===== config.mk =====
export PLATFORM = sky130hd
export DESIGN_NAME = sigmoid_arbiter
export DESIGN_NICKNAME = d
export VERILOG_FILES = /design/src/rtl/sigmoid_arbiter.sv
export SDC_FILE = /design/constraint.sdc
export NUM_CORES = 1
export LEC_CHECK = 0
export CAP_MARGIN = 40
export CORE_ASPECT_RATIO = 2
export CORE_MARGIN = 1
export CORE_UTILIZATION = 40
export CTS_CLUSTER_DIAMETER = 200
export CTS_CLUSTER_SIZE = 30
export DETAILED_ROUTE_END_ITERATION = 6
export PLACE_DENSITY_LB_ADDON = 0.15
export SLEW_MARGIN = 15
export SYNTH_ARGS = -nofsm -noshare
export SYNTH_HDL_FRONTEND = slang
export SYNTH_SLANG_ARGS = --single-unit

===== constraint.sdc =====
create_clock -name clk -period 14.1 [get_ports clk]
set_input_delay 2.115 -clock clk [delete_from_list [all_inputs] [get_ports clk]]
set_output_delay 2.115 -clock clk [all_outputs]
set_load 0.01 [all_outputs]

===== src/rtl/sigmoid_arbiter.sv =====
// Round-robin arbiter sharing one piecewise-linear sigmoid unit (Q8.8 in, 8-bit out)
// among NUM_REQ accumulators; one registered, requester-tagged result per cycle.

module sigmoid_pwl #(
  parameter int INPUT_BITLENGTH   = 16,
  parameter int SIGMOID_BITLENGTH = 8
) (
  input  logic [INPUT_BITLENGTH-1:0]   sum_i,
  output logic [SIGMOID_BITLENGTH-1:0] s_o
);
  // One extra bit so |0x8000| does not wrap; at least 14 bits for the [13:5] slice.
  localparam int AW = (INPUT_BITLENGTH + 1 > 14) ? INPUT_BITLENGTH + 1 : 14;

  logic [AW-1:0] x, a;
  logic [9:0]    v, r;
  logic [7:0]    s8;

  always_comb begin
    x = {{(AW-INPUT_BITLENGTH){sum_i[INPUT_BITLENGTH-1]}}, sum_i};
    a = x[AW-1] ? (~x + 1'b1) : x;
    if (a > AW'('h500))      v = 10'd256;
    else if (a > AW'('h260)) v = 10'(a[13:5]) + 10'd216;
    else if (a > AW'('h100)) v = 10'(a[11:3]) + 10'd160;
    else                     v = 10'(a[10:2]) + 10'd128;
    r  = x[AW-1] ? (10'd256 - v) : v;
    s8 = (r > 10'd255) ? 8'hFF : r[7:0];
    s_o = SIGMOID_BITLENGTH'(s8);
  end
endmodule

module sigmoid_arbiter #(
  parameter int NUM_REQ           = 4,
  parameter int INPUT_BITLENGTH   = 16,
  parameter int SIGMOID_BITLENGTH = 8
) (
  input  logic                                 clk,
  input  logic                                 rst_n,
  input  logic [NUM_REQ-1:0]                   req_valid_i,
  input  logic [NUM_REQ*INPUT_BITLENGTH-1:0]   req_sum_i,
  output logic [NUM_REQ-1:0]                   req_ready_o,
  output logic                                 out_valid_o,
  output logic [$clog2(NUM_REQ)-1:0]           out_id_o,
  output logic [SIGMOID_BITLENGTH-1:0]         out_s_o,
  input  logic                                 out_ready_i
);
  localparam int ID_W = $clog2(NUM_REQ);

  typedef enum logic {EMPTY, FULL} state_e;

  state_e                                   state_q, state_d;
  logic [ID_W-1:0]                          out_id_q, out_id_d;
  logic [ID_W-1:0]                          rr_ptr_q, rr_ptr_d;
  logic [SIGMOID_BITLENGTH-1:0]             out_s_q, out_s_d;
  logic [NUM_REQ-1:0][INPUT_BITLENGTH-1:0]  sum_v;
  logic [ID_W-1:0]                          gnt_id;
  logic                                     found, load, grant;
  logic [SIGMOID_BITLENGTH-1:0]             sig;
  int                                       idx;

  assign sum_v = req_sum_i;

  // Cyclic search starting at rr_ptr; first hit wins.
  always_comb begin
    found  = 1'b0;
    gnt_id = '0;
    idx    = 0;
    for (int k = 0; k < NUM_REQ; k++) begin
      idx = int'(rr_ptr_q) + k;
      if (idx >= NUM_REQ) idx = idx - NUM_REQ;
      if (!found && req_valid_i[idx]) begin
        found  = 1'b1;
        gnt_id = ID_W'(idx);
      end
    end
  end

  // rst_n gates the grant so req_ready stays low while reset is held.
  assign load        = (state_q == EMPTY) | out_ready_i;
  assign grant       = load & found & rst_n;
  assign req_ready_o = grant ? (NUM_REQ'(1) << gnt_id) : '0;

  sigmoid_pwl #(
    .INPUT_BITLENGTH  (INPUT_BITLENGTH),
    .SIGMOID_BITLENGTH(SIGMOID_BITLENGTH)
  ) u_sig (
    .sum_i(sum_v[gnt_id]),
    .s_o  (sig)
  );

  always_comb begin
    state_d  = state_q;
    out_id_d = out_id_q;
    out_s_d  = out_s_q;
    rr_ptr_d = rr_ptr_q;
    case (state_q)
      EMPTY, FULL: begin
        if (load) begin
          if (grant) begin
            state_d  = FULL;
            out_id_d = gnt_id;
            out_s_d  = sig;
            rr_ptr_d = (gnt_id == ID_W'(NUM_REQ-1)) ? '0 : gnt_id + 1'b1;
          end else begin
            state_d  = EMPTY;
          end
        end
      end
      default: state_d = EMPTY;
    endcase
  end

  always_ff @(posedge clk or negedge rst_n) begin
    if (!rst_n) begin
      state_q  <= EMPTY;
      out_id_q <= '0;
      out_s_q  <= '0;
      rr_ptr_q <= '0;
    end else begin
      state_q  <= state_d;
      out_id_q <= out_id_d;
      out_s_q  <= out_s_d;
      rr_ptr_q <= rr_ptr_d;
    end
  end

  assign out_valid_o = (state_q == FULL);
  assign out_id_o    = out_id_q;
  assign out_s_o     = out_s_q;
endmodule


* After elaboration in Yosys (flattened, before gate mapping)
Cells that the tools add are included. W data, S select, Z words.
Operators by class: multiplexer cells 35, $lt $le $gt $ge 13, shift operators 1, reduce and logical (&&, ||, !) cells 7, $add $sub $neg 13, bitwise gates (word level) 5, equal/unequal tests 1
Operators by type and width (number):
- $lt A32 B4 Y1 const B | 4
- $mux W32 | 4
- $mux W10 | 4
- $bmux W16 S2 | 1
- $add A9 B8 Y10 const B | 3
- $add A17 B1 Y17 const B | 1
- $gt A17 B10 Y1 const B | 1
- $gt A17 B11 Y1 const B | 1
- $gt A17 B9 Y1 const B | 1
- $mux W17 | 1
- $not A17 Y17 | 1
- $mux W16 | 1
- $mux W1 | 13
- $sub A3 B3 Y4 const B | 3
- $gt A10 B8 Y1 const B | 1
- $mux W2 | 5
- $sub A9 B10 Y10 const A | 1
- $ge A3 B3 Y1 const B | 3
- $bmux W1 S2 | 4
- $mux W8 | 1
- $add A2 B2 Y3 const B | 2
- $mux W4 | 1
- $shl A1 B2 Y4 const A | 1
- $sub A2 B3 Y4 const B | 1
- other kinds (11) | 16
Storage, ports and cells: logic and storage cells 79, register bits after elaboration 13, bits of input ports 71

* Depth between registers and ports, before layout
Gate-level depths: netlist of run 1.
depth after elaboration 28, mapped depth 26, depth with buffers taken out 24

* By module
Synthesis of run 1 repeated with hierarchy kept, for this count alone.
Second synthesis, totals: cells, all modules 305, area, all modules 2632.5 um^2
Modules (own cells, without submodules):
- sigmoid_pwl | cells each 198, area an instance 1425.1 um^2, seq. area each 0.0 um^2, times used 1
- sigmoid_arbiter | cells each 107, area an instance 1207.4 um^2, seq. area each 325.3 um^2, times used 1

* Worst setup path after synthesis of run 1
OpenSTA, ideal clock, no wires.
path kind input to register, start input port req_valid_i[3], end register out_s_q[1], in the netlist out_s_o[1], data required time 13959 ps, stages on the path 24, setup time 141 ps, data arrival time 6724 ps, setup slack 7235 ps, cells stage by stage and3b_1 o21a_4 nor2_8 inv_6 a211oi_1 a31o_4 ha_1 o211ai_1 a22oi_4 nand3_2 o21ai_4 xor2_4 ha_1 inv_1 nor2_1 a41oi_4 or3_2 o2111ai_1 o21a_1 ha_1 o211ai_1 nor4b_4 mux2i_2 a31oi_1
On the way: cells in the longest elaborated chain, start to end 26, elaborated cells between the ends (all ways) 47, those cells by class add/sub (5); order compare (4); mux (28); bitwise (3); reduce/logical (7)
RTL lines:
- start: declaration | line 38 | input logic [NUM_REQ-1:0] req_valid_i,
- $bmux W1 S2 | line 70 | if (!found && req_valid_i[idx]) begin
- $mux W1 (not written as such) (2 in series) | line 70
- $mux W1 | line 70
- $logic_not A1 Y1 | line 70
- $logic_and A1 B1 Y1 | line 70
- $mux W1 | line 70
- $logic_not A1 Y1 | line 70
- $logic_and A1 B1 Y1 | line 70
- [9 not listed]
- $gt A17 B9 Y1 (tied with other cells) | line 23 | else if (a > AW'('h100)) v = 10'(a[11:3]) + 10'd160;
- $mux W10 | line 23
- $mux W10 | line 22 | else if (a > AW'('h260)) v = 10'(a[13:5]) + 10'd216;
- $mux W10 | line 21 | if (a > AW'('h500)) v = 10'd256;
- $sub A9 B10 Y10 | line 25 | r = x[AW-1] ? (10'd256 - v) : v;
- $mux W10 | line 25
- $gt A10 B8 Y1 | line 26 | s8 = (r > 10'd255) ? 8'hFF : r[7:0];
- $mux W8 | line 26
- end signal: assignment | line 121 | out_s_q <= out_s_d;
- end: declaration | line 53 | logic [SIGMOID_BITLENGTH-1:0] out_s_q, out_s_d;
Several ways; a longest one is shown, not always the timed one. The select of a mux whose other input is x is not followed. A chain may end at the register's enable or synchronous reset.

* Worst setup path after layout of run 1
start input port req_valid_i[3], end register out_s_q[3], in the netlist out_s_o[3]
The elaborated chain is that of the path after synthesis.

==> results.cfg, run 1 <==
[timing]
min_period_ns = 8.55
finalCritPeriodShare_pct = 60.6
rsz0062_at_grt = false
max_freq_mhz = 117
slew_headroom_pct = 34.6
setup_tns_ns = 0
skew_ns = 0.00248
worst_slack_ns = 5.55
max_slew.worst_pin.slew_ns = 0.975
final-setup-viol-count = 0
maxSlewViolCount = 0
finalHoldViolations = 0
holdWs_ns = 0.507

[placed_design]
dpl.hpwl_um = 7350
gp_congestion = 0.938
numPortBuffers = 85
pre_cts_slack_ns = 5.37
placed_cells = 525

[global_routing]
track_usage_pct = 22.2
grt_pass1_wl_um = 14100
grt_pass1_vias = 3050
grt_max_degree = 29
grt-ovfl-total = 0
antenna_found_initial = 0

[clock_tree]
htreeDepth = 1
hold_buffers = 0
clkSinkCount = 13
clockRootBuffer = clkbuf_16
cts_buffers = 3
cts_tree = yes
cts_buffer_depth = 2
clk_pin_slew_ns = 0.05
postCtsSetupBuffers = 0
post_cts_resized = 0
worstSkewPairLatency_ns = 0.24

[setup_path]
critPathMaxStageDelay_ns = 0.64
cp-start-kind = primary input
timing.critical_path.from = req_valid_i[3]
cp-end-kind = flop
r2r_setup_slack_ns = 7.54
cp.arrival_ns = 8.65
cp_slowest_cell = nor2_1
required_ns = 14.20
reg2reg_from = rr_ptr_q[1]
criticalPathCategory = in -> reg
path_max_fanout = 22
cpMostUsedCell = ha_1

[power]
power_leakage_nw = 1.46
ir_drop_mv = 0.0850
powerDensity_nw_per_um2 = 238
finalPower_mw = 0.918

[yosys]
synthFlopType = dfrtp_1
synth-seq-cells = 13
synth_enable_flop_cells = 0
synth_area_leaders = dfrtp_1 (11%), ha_1 (5.4%), nand2_1 (4.5%)
synthArstFlopShare_pct = 100
yosysTopAreaCellShare_pct = 10.8
yosysSeqAreaShare_pct = 10.8
synth.distinct_cells = 95
yosysTopAreaCell = dfrtp_1
syn_nets = 451
syn_area_sq_um = 3020
yosysWarnings = 0
avgSynthCellArea_sq_um = 8.23
syn_inst = 367

[die]
die_y_um = 125
num_rows = 44
die_area_sq_um = 7920
start_util_pct = 41.5
io_pins = 86
dieWidth_um = 63.4
core_area_sq_um = 7270

[layout]
drive_gt1_share_pct = 16.7
syn_to_final_growth_pct = 28.0
n_antenna_cell = 0
final_cells = 529
final_nets = 522

[flow_run]
drv_cap = 0

[drt]
via_count = 3098
vias_per_cell = 5.86
drc = 0
drt_iter0_drc = 188
wl_per_cell_um = 16.7
drtAntennaViolNets = 0
drt-total-wl_um = 8860
firstDrtPassIters = 5

[min_path]
min_from = out_id_o[1]
hold_path.class = reg -> reg

[outcome]
outcome = finished clean
[critical path, delay by kind of cell]
kind	cells	cell delay, ns
and+or+nand+nor	5	1.52
adders and majority gates	3	0.66
AOI/OAI and AO/OA	11	2.38
buffers and inverters	3	1.09
xor gates and xnor gates	1	0.30
muxes	2	0.57
[metrics by stage]
stage	area, sq um	utilization (%)
2_1_floorplan	3020	-
3_3_place_gp	3770	51.8
3_5_place_dp	3790	52.1
4_1_cts	3860	53.2
5_1_grt	3860	53.2
6_report	3860	53.2
[flip-flops by register name, indices dropped and copies added (netlist names)]
register     cells
out_id_o         2
out_valid_o      1
out_s_o          8
rr_ptr_q         2
[logic make-up (layout without fill, tap and decap cells)]
kind of cell	Yosys count	count (layout)	share of synthesized area, %
buf+inv	35	105	9.24
flops	13	13	10.8
xor+xnor	19	19	6.88
simple gates	151	151	28.5
mux	17	17	6.17
compound gates	119	119	33.0
fa+ha+maj	13	13	5.39
[final cells by class]
| cell class | count | area (sq um) |
|---|---|---|
| Timing Repair Buffer | 88 | 877 |
| Multi-Input combinational cell | 319 | 2410 |
| Fill cell | 716 | 3400 |
| Sequential cell | 13 | 325 |
| Tap cell | 92 | 115 |
| Inverter | 13 | 53.8 |
| Clock buffer | 4 | 78.8 |
[cells in the final DEF (no fill, tap or decap), types with 3 or more instances in the layout]
cell             count
xnor2_1              9
a21oi_1              8
nand3_2              3
o21ai_0             21
a31oi_1             14
xor2_1               7
or3_1                3
and2_2               3
dfrtp_1             13
ha_1                13
clkdlybuf4s50_1     85
nand4_1              5
and3_1              15
a21o_1               3
a31o_2               4
clkbuf_16            3
nor4_1               3
o21a_1               5
o31ai_1              3
nand3_1             16
a21o_2               3
mux2_2               6
o211ai_1             4
and2_1               4
a211oi_2             8
nand2_2              3
inv_1               10
a211oi_1            11
nand2_1             36
nor2_1              24
nor3_1              10
mux2i_1              9
[synthesized netlist by cell type, types with 4 or more instances]
cell type,number
a211oi_1,11
a211oi_2,8
a21oi_1,8
a31o_2,4
a31oi_1,14
and2_1,4
and3_1,15
buf_2,5
buf_6,6
dfrtp_1,13
ha_1,13
inv_1,10
mux2_2,6
mux2i_1,9
nand2_1,36
nand3_1,16
nand4_1,5
nor2_1,24
nor3_1,10
o211ai_1,4
o21a_1,5
o21ai_0,21
xnor2_1,9
xor2_1,7
[worst paths after layout]
kind / end / depth (start not counted)
min in group asynchronous: out_id_o[1] / 1
max reg2reg: out_s_o[3] / 24
min reg2reg: out_id_o[1] / 1
max: out_s_o[3] / 25
min: out_id_o[1] / 1
max in group asynchronous: out_s_o[2] / 1
[power by group]
group,switching [mW],internal [mW],total [mW]
clock network,0.0153,0.0381,0.0534
logic,0.474,0.323,0.797
registers,0.0131,0.0543,0.0674
total,0.503,0.416,0.918
[routing by layer]
layer  vias to the layer above  wire, um  GRT usage, %
li1                       1526         -             -
met1                      1467      3150          21.3
met2                        85      5150          45.4
met3                        20       211          1.83
met4                         0       345          8.42
met5                         -         0             0
Power figures use the tool's default switching activity.
==> inputs of run 2 (changes only) <==
Clock period 14.1 ns to 7.8 ns, I/O delays scaled along.
==> run 2 against run 1 <==
Against the previous run:
- register-to-register slack worse by 5.9 ns
- cell count is 0.57% higher
- design area increased by 0.58%
- core utilization grew 0.31 points
- total power increased by 82%
- first-iteration DRC count is 10% lower
- worst hold slack worse by 0.0016 ns
- sequential share of layout area is essentially flat
- clock skew up 0.0013 ns
- clock power up 81%
- critical path type unchanged
- critical endpoint is now out_s_o[6]
- largest cell class unchanged
==> results.cfg, run 2 (same netlist as run 1, synthesis figures left out) <==
[flow_run]
drv_cap = 0

[drt]
route.met2.wl_um = 5160
drt-total-wl_um = 8930
drt_iter0_drc = 169
wl_met3_um = 314
drc = 0
via_count = 3148
wirelength_met1_um = 2980
wl_per_cell_um = 16.8
highest-signal-layer = met4
drtAntennaViolNets = 0
firstDrtPassIters = 4
vias_per_cell = 5.92

[global_routing]
track_usage_pct = 22.8
grt_pass1_wl_um = 14500
antenna_found_initial = 0
grt-ovfl-total = 0
grt_pass1_vias = 3190
grt_max_degree = 29

[setup_path]
cp-end-kind = flop
path_max_fanout = 19
cp-start-kind = primary input
cp.arrival_ns = 7.27
required_ns = 7.90
criticalPathCategory = in -> reg

[clock_tree]
clk_pin_slew_ns = 0.05
cts_tree = yes
clkSinkCount = 13
cts_buffer_depth = 2
post_cts_resized = 0
postCtsSetupBuffers = 0
worstSkewPairLatency_ns = 0.24
cts_buffers = 3
clockRootBuffer = clkbuf_16
htreeDepth = 1
hold_buffers = 0

[placed_design]
gp_congestion = 0.921
dpl.hpwl_um = 7500
numPortBuffers = 85
placed_cells = 528

[timing]
finalCritPeriodShare_pct = 92.0
setup_tns_ns = 0
finalHoldViolations = 0
slew_headroom_pct = 44.1
min_period_ns = 7.18
final-setup-viol-count = 0
skew_ns = 0.00376
max_freq_mhz = 139
rsz0062_at_grt = false
holdWs_ns = 0.505
maxSlewViolCount = 0
max_slew.worst_pin.slew_ns = 0.832

[min_path]
hold_path.class = reg -> reg

[outcome]
outcome = finished clean

[layout]
final_common_cell = clkdlybuf4s50_1
final_cells = 532
largest_reg_flops = 8
drive_gt1_share_pct = 17.3
layout_common_cells = clkdlybuf4s50_1 (85), nand2_1 (36), nor2_1 (24)
final_core_util_pct = 53.5
syn_to_final_growth_pct = 28.8
final_nets = 525
n_antenna_cell = 0
num-fill-cells = 744

[power]
finalPower_mw = 1.67
power_leakage_nw = 1.48
powerDensity_nw_per_um2 = 429
ir_drop_mv = 0.135

[die]
die_area_sq_um = 7920
die_y_um = 125
dieWidth_um = 63.4
core_area_sq_um = 7270
start_util_pct = 41.5
num_rows = 44
io_pins = 86
-- run 2: metal layers --
metal	track usage (%)	up-vias
met3	3.21	34
met1	20.1	1467
met5	0	-
met4	13.2	0
li1	-	1540
met2	45.6	107
-- run 2: worst paths after layout --
kind	slack [ns]	cells past startpoint	startpoint	endpoint
max	0.62	25	req_valid_i[3]	out_s_o[6]
min	0.51	1	out_id_o[1]	out_id_o[1]
max reg2reg	1.68	24	rr_ptr_q[1]	out_s_o[6]
min reg2reg	0.51	1	out_id_o[1]	out_id_o[1]
max in group asynchronous	6.08	1	rst_n	out_s_o[5]
min in group asynchronous	1.32	1	rst_n	out_id_o[1]
-- run 2: area by class of cell --
type                    instances  area (sq um)  area share (%)
flip-flops and latches         13           325            8.37
repair buffers                 91           900            23.1
inverters                      13          53.8            1.38
well taps                      92           115            2.96
clock buffers                   4          78.8            2.03
multi-input cells             319          2410            62.1
-- run 2: critical path, stage by stage --
cell             delay, ns
clkdlybuf4s50_1       0.61
mux2i_1               0.15
o2bb2ai_1             0.20
nor2_4                0.35
inv_2                 0.26
a211oi_2              0.30
or2_2                 0.16
ha_1                  0.22
o211ai_1              0.17
a22oi_4               0.36
nand3_2               0.14
o21ai_4               0.22
xor2_4                0.31
ha_1                  0.23
inv_1                 0.07
nor2_1                0.19
a41oi_4               0.09
or3_2                 0.49
o2111ai_1             0.13
o21a_1                0.19
ha_1                  0.20
o211ai_1              0.14
nor4b_4               0.26
mux2i_2               0.47
a31oi_1               0.16
-- run 2: power by group --
part,total (mW),internal [mW],switching (mW)
sequential,0.122,0.0982,0.0236
clock,0.0968,0.0689,0.0279
combinational,1.45,0.590,0.861
total,1.67,0.757,0.912
-- run 2: metrics by stage --
stage	cell area, sq um	worst slack [ns]
detailed placement	3810	0.375
global route	3890	0.115
floorplan	3020	1.88
global placement	3800	0.489
finish	3890	0.624
CTS	3890	0.624
==> inputs of run 3 (changes only) <==
Settings changed: GPL_TIMING_DRIVEN set to 0.
==> run 3 against run 2 <==
Against the previous run:
- combinational power increased by 7%
- largest power group unchanged
- flip-flop and latch count unchanged
- first-iteration DRC count unchanged
- clock skew decreased by 0.0027 ns
==> results.cfg, run 3 (same netlist as run 1, synthesis figures left out) <==
[setup_path]
cp-end-kind = flop
cp-start-kind = primary input
crit_buf_inv = 3
required_ns = 7.89
critPathMaxStageDelay_ns = 0.62
timing.critical_path.from = req_valid_i[3]
cp_slowest_cell = clkdlybuf4s50_1
cpMostUsedCell = ha_1
cp.arrival_ns = 7.16
cp_top_family = compound AO/OA/AOI/OAI gates
path_max_fanout = 10
reg2reg_from = rr_ptr_q[1]
criticalPathCategory = in -> reg

[clock_tree]
clkSinkCount = 13
cts_buffers = 3
postCtsSetupBuffers = 0
cts_buffer_depth = 2
worstSkewPairLatency_ns = 0.24
cts_tree = yes
hold_buffers = 0
clockRootBuffer = clkbuf_16
clk_pin_slew_ns = 0.04
post_cts_resized = 0
htreeDepth = 1

[die]
die_y_um = 125
num_rows = 44
dieWidth_um = 63.4
io_pins = 86
start_util_pct = 41.5
die_area_sq_um = 7920
core_area_sq_um = 7270

[layout]
seqCellArea_sq_um = 325
syn_to_final_growth_pct = 34.6
num-fill-cells = 742
final_cells = 548
final_core_util_pct = 55.9
layout_common_cells = clkdlybuf4s50_1 (85), nand2_1 (36), nor2_1 (24)
fin_area_sq_um = 4060
drive_gt1_share_pct = 20.0
final_common_cell = clkdlybuf4s50_1
n_antenna_cell = 0
largest_reg_flops = 8
final_nets = 541
multi_input_area_sq_um = 2410

[flow_run]
drv_cap = 0

[drt]
drt_iter0_drc = 169
drc = 0
firstDrtPassIters = 4
drt-total-wl_um = 9350
wl_per_cell_um = 17.1
drtAntennaViolNets = 0
vias_per_cell = 5.86
via_count = 3209

[power]
power_leakage_nw = 1.57
powerDensity_nw_per_um2 = 434
finalPower_mw = 1.76
ir_drop_mv = 0.210

[placed_design]
dpl.hpwl_um = 7850
placed_cells = 544
numPortBuffers = 85
gp_congestion = 0.898
placed_cell_area_sq_um = 3990

[timing]
max_slew.worst_pin.slew_ns = 0.787
finalHoldViolations = 0
min_period_ns = 7.07
setup_tns_ns = 0
slew_headroom_pct = 47.2
max_freq_mhz = 142
maxSlewViolCount = 0
skew_ns = 0.00102
final-setup-viol-count = 0
finalCritPeriodShare_pct = 90.6
rsz0062_at_grt = false

[global_routing]
grt_pass1_wl_um = 15100
grt_max_degree = 15
antenna_found_initial = 0
grt-ovfl-total = 0
grt_pass1_vias = 3247
track_usage_pct = 23.7

[min_path]
min_from = out_id_o[1]
hold_path.class = reg -> reg

[outcome]
outcome = finished clean
run 3: cell count changes in the layout (fill, tap and decap cells not counted), sizes merged:
cell    before  now
buf          6   18
clkbuf       4    8
run 3: path summary, 6_finish.rpt:
path                                to  slack (ns)  depth (start not counted)
hold / removal             out_id_o[1]        0.51                          1
setup / recovery            out_s_o[7]        0.73                         25
setup reg to reg            out_s_o[7]        1.80                         25
min in group asynchronous  out_id_o[1]        1.32                          1
hold reg to reg            out_id_o[1]        0.51                          1
max in group asynchronous   out_s_o[0]        6.08                          1
run 3: area by class of cell:
cell class	instances	share of cell area, %
flip-flops and latches	13	8.00
multi-input cells	319	59.4
well taps	92	2.83
inverters	13	1.32
clock buffers	4	1.94
repair buffers	85	20.9
plain buffers	22	5.54
run 3: through the flow:
step                hold WS, ns  setup slack [ns]
floorplan                 0.551              1.88
global placement          0.492             0.614
detailed placement        0.499             0.464
CTS                       0.509             0.721
global route              0.524             0.351
finish                    0.509             0.734
run 3: where the power goes:
group	leakage [nW]	switching [mW]	total [mW]	internal [mW]
registers	0.143	0.0182	0.116	0.0982
logic	1.39	0.899	1.55	0.653
clock network	0.0382	0.0266	0.0954	0.0688
total	1.57	0.944	1.76	0.820
run 3: routing by layer:
metal | wire [um] | global-route usage, % | share of wire [%]
met1 | 3150 | 21.4 | 34
met2 | 5500 | 48.7 | 59
met3 | 301 | 2.93 | 3.2
met4 | 403 | 11.0 | 4.3
met5 | 0 | 0 | 0
